**src/rtl/slide_scan_seq.sv**
```systemverilog
// slide_scan_seq: round-robin scanner for the slide-potentiometer bank.
// It steps through NUM_CH logical slots. Each slot maps to a physical A2D
// channel through CH_MAP. The block runs the strt_cnv / cnv_cmplt / res
// handshake for every slot and keeps the latest result per slot. It also
// drives per-slot update strobes, a scan-complete pulse and a sticky
// timeout flag.
// Optional feature: define SLIDE_AVG_EN to replace the direct result load
// with a first-order IIR average. The shift is AVG_SHFT, and the first
// capture per slot after reset loads the raw result.
module slide_scan_seq #(
  parameter int                  NUM_CH      = 6,
  parameter int                  RES_W       = 12,
  parameter logic [3*NUM_CH-1:0] CH_MAP      = {3'd7, 3'd4, 3'd3, 3'd2, 3'd1, 3'd0},
  parameter int                  SETTLE_CYC  = 16,
  parameter int                  TIMEOUT_CYC = 4096,
  parameter int                  AVG_SHFT    = 2
) (
  input  logic                    clk,
  input  logic                    rst,
  input  logic                    en,
  input  logic                    cnv_cmplt,
  input  logic [RES_W-1:0]        res,
  output logic [2:0]              chnnl,
  output logic                    strt_cnv,
  output logic [NUM_CH*RES_W-1:0] pot_vals,
  output logic [NUM_CH-1:0]       upd,
  output logic                    scan_done,
  output logic                    timeout
);

  localparam int SLOT_W      = (NUM_CH > 1) ? $clog2(NUM_CH) : 1;
  localparam int TMR_W       = (TIMEOUT_CYC > 2) ? $clog2(TIMEOUT_CYC) : 1;
  localparam int SETTLE_LAST = (SETTLE_CYC > 0) ? SETTLE_CYC - 1 : 0;
  localparam int SET_W       = (SETTLE_LAST > 0) ? $clog2(SETTLE_LAST + 1) : 1;

  // Reject configurations the counters and slot indexing cannot represent.
  if (NUM_CH < 1 || NUM_CH > 8) begin : g_chk_num_ch
    $error("slide_scan_seq: NUM_CH must be in 1..8");
  end
  if (TIMEOUT_CYC < 2) begin : g_chk_timeout
    $error("slide_scan_seq: TIMEOUT_CYC must be at least 2");
  end
  if (AVG_SHFT < 0 || AVG_SHFT >= RES_W) begin : g_chk_shft
    $error("slide_scan_seq: AVG_SHFT must be in 0..RES_W-1");
  end

  typedef enum logic [1:0] {IDLE, START, WAIT, SETTLE} state_t;

  state_t            state;
  logic [SLOT_W-1:0] slot;
  logic [SLOT_W-1:0] slot_nxt;
  logic              last_slot;
  logic [TMR_W-1:0]  timer;
  logic [SET_W-1:0]  settle_cnt;
  logic [RES_W-1:0]  cap_val;

  // Next-slot selection with wrap at the last slot.
  always_comb begin
    last_slot = (slot == SLOT_W'(NUM_CH - 1));
    slot_nxt  = last_slot ? '0 : slot + 1'b1;
  end

`ifdef SLIDE_AVG_EN
  logic [NUM_CH-1:0]     primed;
  logic signed [RES_W:0] cur_s;
  logic signed [RES_W:0] diff_s;
  logic signed [RES_W:0] avg_s;

  // IIR step in signed RES_W+1 arithmetic; the first capture of a slot loads res.
  always_comb begin
    cur_s  = $signed({1'b0, pot_vals[RES_W*slot +: RES_W]});
    diff_s = $signed({1'b0, res}) - cur_s;
    avg_s  = cur_s + (diff_s >>> AVG_SHFT);
    if (!primed[slot])
      cap_val = res;
    else if (avg_s[RES_W])
      cap_val = '0;
    else
      cap_val = avg_s[RES_W-1:0];
  end
`else
  // Direct load of the conversion result.
  always_comb cap_val = res;
`endif

  // Scan FSM with registered handshake, result and status outputs.
  always_ff @(posedge clk or posedge rst) begin
    if (rst) begin
      state      <= IDLE;
      slot       <= '0;
      chnnl      <= CH_MAP[2:0];
      strt_cnv   <= 1'b0;
      pot_vals   <= '0;
      upd        <= '0;
      scan_done  <= 1'b0;
      timeout    <= 1'b0;
      timer      <= '0;
      settle_cnt <= '0;
`ifdef SLIDE_AVG_EN
      primed     <= '0;
`endif
    end else begin
      strt_cnv  <= 1'b0;
      upd       <= '0;
      scan_done <= 1'b0;
      case (state)
        IDLE: begin
          if (en) begin
            state    <= START;
            strt_cnv <= 1'b1;
          end
        end
        START: begin
          timer <= '0;
          state <= WAIT;
        end
        WAIT: begin
          // timer==0 is the first WAIT cycle, where a stale cnv_cmplt is ignored
          if (timer != '0 && cnv_cmplt) begin
            pot_vals[RES_W*slot +: RES_W] <= cap_val;
            upd        <= NUM_CH'(1) << slot;
            scan_done  <= last_slot;
            settle_cnt <= '0;
            state      <= SETTLE;
`ifdef SLIDE_AVG_EN
            primed[slot] <= 1'b1;
`endif
          end else if (timer == TMR_W'(TIMEOUT_CYC - 1)) begin
            timeout    <= 1'b1;
            scan_done  <= last_slot;
            settle_cnt <= '0;
            state      <= SETTLE;
          end else begin
            timer <= timer + 1'b1;
          end
        end
        SETTLE: begin
          if (settle_cnt == SET_W'(SETTLE_LAST)) begin
            slot  <= slot_nxt;
            chnnl <= CH_MAP[3*slot_nxt +: 3];
            if (last_slot && !en) begin
              state <= IDLE;
            end else begin
              state    <= START;
              strt_cnv <= 1'b1;
            end
          end else begin
            settle_cnt <= settle_cnt + 1'b1;
          end
        end
        default: state <= IDLE;
      endcase
    end
  end

endmodule

```
**config.mk**
```make
export PLATFORM = sky130hd
export DESIGN_NAME = slide_scan_seq
export DESIGN_NICKNAME = d
export VERILOG_FILES = /design/src/rtl/slide_scan_seq.sv
export SDC_FILE = /design/constraint.sdc
export NUM_CORES = 1
export LEC_CHECK = 0
export CAP_MARGIN = 20
export CORE_ASPECT_RATIO = 1.75
export CORE_MARGIN = 1
export CORE_UTILIZATION = 55
export CTS_BUF_LIST = sky130_fd_sc_hd__clkbuf_8
export DETAILED_ROUTE_END_ITERATION = 7
export DONT_BUFFER_PORTS = 1
export PLACE_DENSITY = 0.7
export SYNTH_ARGS = -nofsm -noshare
export SYNTH_HDL_FRONTEND = slang
export SYNTH_SLANG_ARGS = --single-unit
```
**constraint.sdc**
```tcl
create_clock -name clk -period 4.3 [get_ports clk]
set_input_delay 1.075 -clock clk [delete_from_list [all_inputs] [get_ports clk]]
set_output_delay 1.075 -clock clk [all_outputs]
set_load 0.005 [all_outputs]
```
==> results.toml, run 1 <==
[status]
status = "finished clean"

[worst_setup_path]
cp.arrival_ns = 3.94
ff2ff_path_depth = 10
r2r-start = "slot[1]$_DFFE_PP0P_"
critical-path-max-stage-delay_ns = 0.53
regToRegEndpoint = "pot_vals[63]$_DFFE_PP0P_"
required_ns = 4.58
path_class = "flop to flop"
cp_max_fo = 9
worst-r2r-setup-slack_ns = 0.63
cp_cell_sequence = "ha_1 > fa_1 > buf_4 > nor3_1 > buf_4 > xnor2_2 > and2_1 > nand2_1 > nor3_1 > mux2_2"
crit_path_start_kind = "flop"
worst_setup_path_end_kind = "flop"
slowest_stage = "fa_1"

[grt]
grt_max_degree = 83
overflow = 0
grt_pass1_wl_mm = 23.67
antenna_found_initial = 0
track_usage_pct = 29.65
grt_pass1_vias = 4524

[floorplan]
start_util_pct = 56.82
num_io_pins = 100
die_x_um = 78.49
die-area_um2 = 10660
fp.dieH_um = 135.8
num_rows = 48
core_area_um2 = 9910

[synth]
yosys_most_used_dff = "dfrtp_1"
synth_enable_flop_cells = 0
syn_nets = 581
seq_area_frac_synth_pct = 46.67
yosysUniqueCellTypes = 55
synth_area_per_cell_um2 = 10.29
synthArstFlopShare_pct = 100.0
synth_seq_cells = 105
syn-cell-area_um2 = 5630
syn_inst = 547
yosys_warnings = 0

[layout]
multi_input_area_um2 = 2829
seqCellArea_um2 = 2628
layout-area-overhead-vs-synth_pct = 7.267
final_cell_mix = "dfrtp_1, mux2_2, nand2_1"
drive_gt1_share_pct = 19.39
n_antenna_cell = 0
layout_commonest_cell = "dfrtp_1"
nFillCells = 844
final_cells = 682
layout.nets = 586

[routing]
route.met3.wl_um = 991
drtIter0Drc = 318
vias = 4439
viasPerCell = 6.509
ant_nets = 0
drcViolationCount = 0
topRoutingLayerUsed = "met4"
first_pass_iters = 6
wire_per_inst_um = 22.11
m1WireLength_mm = 5.175
wl_mm = 15.08
wl_met2_mm = 8.118

[cts]
cts_sinks = 105
ctsHtreeMaxLevel = 3
clk_pin_slew_ns = 0.11
cts-resized-gates = 0
hold_buffers = 0
clockBufferDepth = 2
cts_root_buf = "clkbuf_8"
cts_made_buffers = 9
cts_setup_buffers = 0
clkLatencyLatePin_ns = 0.39
cts_tree = "built"

[timing]
finalSetupTns_ns = 0
rsz0062_at_grt = "false"
hold_violations = 0
fmax_mhz = 272.7
period_minus_slack_ns = 3.667
max_slew_margin_pct = 50.78
worst_pin_slew_ns = 0.7326
setup_viol = 0
finalCritPeriodShare_pct = 85.27
drv_slew = 0
skew_ns = 0.01283

[power]
p_int_mw = 1.582
power_frac_comb_pct = 22.8
power_frac_seq_pct = 50.0
ir_worst_vdd_mv = 0.3463
clkPwrFrac_pct = 27.1
p_sw_share_pct = 33.19
leakagePower_nw = 2.786
p_sw_mw = 0.7862
p_per_area_nw_per_um2 = 392.2

[flow_run]
drv_cap = 0

[placed_design]
place_inst = 665
dp_hpwl_mm = 11.62
portBuffers = 0
place_congestion = 0.9585

[min_path]
hp-class = "input pin to asynchronous set/reset pin"
[how the worst max path moves through the flow]
| stage | startpoint | slack (ns) | endpoint | cells after the start |
|---|---|---|---|---|
| finish | slot[1]$_DFFE_PP0P_ | 0.63 | pot_vals[63]$_DFFE_PP0P_ | 10 |
| global placement | slot[1]$_DFFE_PP0P_ | 0.61 | pot_vals[8]$_DFFE_PP0P_ | 10 |
| floorplan | rst | 0.46 | chnnl[0]$_DFFE_PP0P_ | 1 |
| detailed placement | slot[1]$_DFFE_PP0P_ | 0.67 | pot_vals[63]$_DFFE_PP0P_ | 10 |
| global route | slot[0]$_DFFE_PP0P_ | 0.41 | pot_vals[63]$_DFFE_PP0P_ | 11 |
| CTS | slot[1]$_DFFE_PP0P_ | 0.66 | pot_vals[8]$_DFFE_PP0P_ | 10 |
[power by group through the flow]
stage | clock network [mW] | registers, mW | logic [mW]
floorplan | 0 | 1.18 | 0.414
global placement | 0 | 1.20 | 0.515
detailed placement | 0 | 1.20 | 0.535
CTS | 0.651 | 1.18 | 0.535
global route | 0.687 | 1.20 | 0.605
finish | 0.643 | 1.19 | 0.541
[metal layers]
layer / vias up / GRT usage [%]
li1: 2011 / -
met1: 2177 / 29.93
met2: 194 / 54.34
met3: 57 / 7.114
met4: 0 / 17.49
met5: - / 0
[worst max-delay path, delay by kind of cell (launching register included)]
kind	cells	cell delay [ns]
buffers and inverters	2	0.38
flip-flops	1	0.45
AND/OR/NAND/NOR	4	1.26
multiplexers	1	0.40
XOR/XNOR	1	0.19
adder cells (fa/ha/maj)	2	0.90
[kinds of logic (layout without fill, tap and decap cells)]
kind of cell / Yosys count / count (layout) / share of synthesized area (%)
multiplexers: 76 / 76 / 14.87
AND/OR/NAND/NOR: 178 / 178 / 16.00
adder cells (fa/ha/maj): 18 / 18 / 4.133
XOR/XNOR: 11 / 11 / 1.845
buffers and inverters: 44 / 54 / 3.089
AO/OA/AOI/OAI: 115 / 115 / 13.40
flip-flops: 105 / 105 / 46.67
[state kept, by name, indices dropped and copies added (netlist names)]
name	cells
pot_vals	72
timer	12
upd	6
settle_cnt	4
chnnl	3
slot	3
state	2
scan_done	1
strt_cnv	1
timeout	1
[layout make-up]
| cell class | instances | share of cell area [%] |
|---|---|---|
| Multi-Input combinational cell | 398 | 46.84 |
| Sequential cell | 105 | 43.51 |
| Tap cell | 125 | 2.590 |
| Timing Repair Buffer | 14 | 2.072 |
| Clock buffer | 9 | 2.051 |
| Inverter | 24 | 1.533 |
| Clock inverter | 7 | 1.409 |
[cell usage after synthesis (7+ instances only)]
master,number,share of area (%)
a21oi_1,26,2.3
xnor2_1,8,1.2
nand2_1,49,3.3
o31ai_1,11,1.5
dfrtp_1,105,47
nor2_1,42,2.8
a31oi_1,9,1.0
mux2i_1,15,2.7
clkbuf_1,11,0.73
o22ai_1,17,1.9
ha_1,17,3.8
nor4_1,10,1.1
mux2_2,61,12
nand3_1,19,1.7
inv_1,23,1.5
o21ai_0,16,1.4
nor3_1,14,1.2
buf_2,7,0.62
[per-stage QoR]
step                      total power [mW]  worst slack, ns  hold slack [ns]  instance area (µm²)  utilization [%]
after global routing                 2.495           0.4148           0.4131                 6040            60.95
after CTS                            2.371           0.6578           0.5153                 6012            60.67
after global placement               1.715           0.6084           0.4885                 5803            58.56
after detailed placement             1.739           0.6749           0.4936                 5803            58.56
after floorplan                      1.591           0.4645           0.4663                 5630                -
final                                2.369           0.6332           0.4273                 6040            60.95
(Power assumes the default switching activity.)
==> run 2, diff against run 1 <==
PLACE_DENSITY = 0.76   (was 0.7)
SLEW_MARGIN = 20   (was not set)
==> results.toml, run 2 (synthesis results as in run 1) <==
[status]
status = "finished clean"

[power]
finalPower_mw = 2.347
ir_worst_vdd_mv = 0.2895
p_per_area_nw_per_um2 = 391.8
clkPwrFrac_pct = 26.5
p_sw_mw = 0.7745
power_frac_seq_pct = 50.6
leakagePower_nw = 2.756
power_frac_comb_pct = 22.9
p_int_mw = 1.572
p_sw_share_pct = 33.00

[grt]
antenna_found_initial = 0
grt_pass1_vias = 4431
grt_max_degree = 43
track_usage_pct = 29.30
overflow = 0
grt_pass1_wl_mm = 23.22

[worst_setup_path]
crit_path_start_kind = "flop"
path_class = "flop to flop"
worst_setup_path_end_kind = "flop"
worst-r2r-setup-slack_ns = 0.35
r2r-start = "slot[1]$_DFFE_PP0P_"
regToRegEndpoint = "pot_vals[62]$_DFFE_PP0P_"
cp.arrival_ns = 4.22
ff2ff_path_depth = 9
cp_max_fo = 12
required_ns = 4.57

[cts]
cts_tree = "built"
hold_buffers = 0
clkLatencyLatePin_ns = 0.38
cts_root_buf = "clkbuf_8"
cts_made_buffers = 9
clockBufferDepth = 2
cts_sinks = 105
cts_setup_buffers = 0
cts-resized-gates = 0
ctsHtreeMaxLevel = 3
clk_pin_slew_ns = 0.10

[placed_design]
place_area_um2 = 5788
place_ws_ns = 0.4545
portBuffers = 0
place_congestion = 0.9421
place_inst = 663
dp_hpwl_mm = 11.45

[min_path]
hp-class = "flop to flop"
hp-start = "timeout$_DFFE_PP0P_"
worstHoldPathCells = 1
hold_end = "timeout$_DFFE_PP0P_"

[timing]
skew_ns = 0.008152
drv_slew = 0
worst_slack_ns = 0.3534
max_slew_margin_pct = 31.11
finalSetupTns_ns = 0
fmax_mhz = 253.4
whs_ns = 0.5149
worst_pin_slew_ns = 1.026
period_minus_slack_ns = 3.947
rsz0062_at_grt = "false"
hold_violations = 0
finalCritPeriodShare_pct = 91.78
setup_viol = 0

[floorplan]
start_util_pct = 56.82
die-area_um2 = 10660
num_io_pins = 100
num_rows = 48
die_x_um = 78.49
fp.dieH_um = 135.8
core_area_um2 = 9910

[layout]
layout.nets = 583
final_cells = 679
layout_commonest_cell = "dfrtp_1"
fin_util_pct = 60.44
largest_register_ffs = 72
n_antenna_cell = 0
reg_top3 = "pot_vals (72), timer (12), upd (6)"
regMostFlops = "pot_vals"
final_cell_mix = "dfrtp_1, mux2_2, nand2_1"
fin_area_um2 = 5989
drive_gt1_share_pct = 18.77
layout-area-overhead-vs-synth_pct = 6.378

[routing]
ant_nets = 0
drcViolationCount = 0
first_pass_iters = 5
wire_per_inst_um = 22.13
viasPerCell = 6.437
vias = 4371
drtIter0Drc = 385
wl_mm = 15.02

[flow_run]
drv_cap = 0
-- run 2: power groups by stage --
stage	logic, mW	registers [mW]	clock network (mW)
global route	0.591	1.20	0.675
CTS	0.534	1.19	0.636
finish	0.537	1.19	0.622
floorplan	0.414	1.18	0
global placement	0.509	1.20	0
detailed placement	0.533	1.21	0
-- run 2: cell type report --
type	instances	area (µm²)
fill	814	3920
timing repair buffer	11	82.58
tap	125	156.4
multi-input combinational	398	2829
clock buffer	9	123.9
sequential	105	2628
clock inverter	7	77.57
inverter	24	92.59
-- run 2: worst max path at each step --
stage | end | depth (start not counted) | from | slack [ns]
floorplan | chnnl[0]$_DFFE_PP0P_ | 1 | rst | 0.46
global placement | pot_vals[13]$_DFFE_PP0P_ | 9 | slot[1]$_DFFE_PP0P_ | 0.56
detailed placement | pot_vals[62]$_DFFE_PP0P_ | 9 | slot[1]$_DFFE_PP0P_ | 0.45
CTS | pot_vals[62]$_DFFE_PP0P_ | 9 | slot[1]$_DFFE_PP0P_ | 0.45
global route | pot_vals[62]$_DFFE_PP0P_ | 9 | slot[1]$_DFFE_PP0P_ | 0.14
finish | pot_vals[62]$_DFFE_PP0P_ | 9 | slot[1]$_DFFE_PP0P_ | 0.35
-- run 2: critical path, cell delays in order (launching register included) --
cell	delay, ns
dfrtp_1	0.45
ha_1	0.33
fa_1	0.79
nor3_1	0.13
buf_4	0.18
xnor2_2	0.39
and2_1	0.45
nand2_1	0.24
nor3_1	0.48
mux2_2	0.40
-- run 2: layer usage --
| layer | up-vias | track usage, % | share of wire [%] | wire (µm) |
|---|---|---|---|---|
| met4 | 0 | 18.11 | 4.7 | 707 |
| met3 | 44 | 6.711 | 5.6 | 839 |
| li1 | 2000 | - | - | - |
| met2 | 197 | 51.95 | 54 | 8128 |
| met5 | - | 0 | 0 | 0 |
| met1 | 2130 | 31.03 | 36 | 5348 |
==> run 3, diff against run 2 <==
GPL_TIMING_DRIVEN = 1   (was not set)
==> results of run 3 <==
Final layout, timing and power as in run 2 (identical DEF).
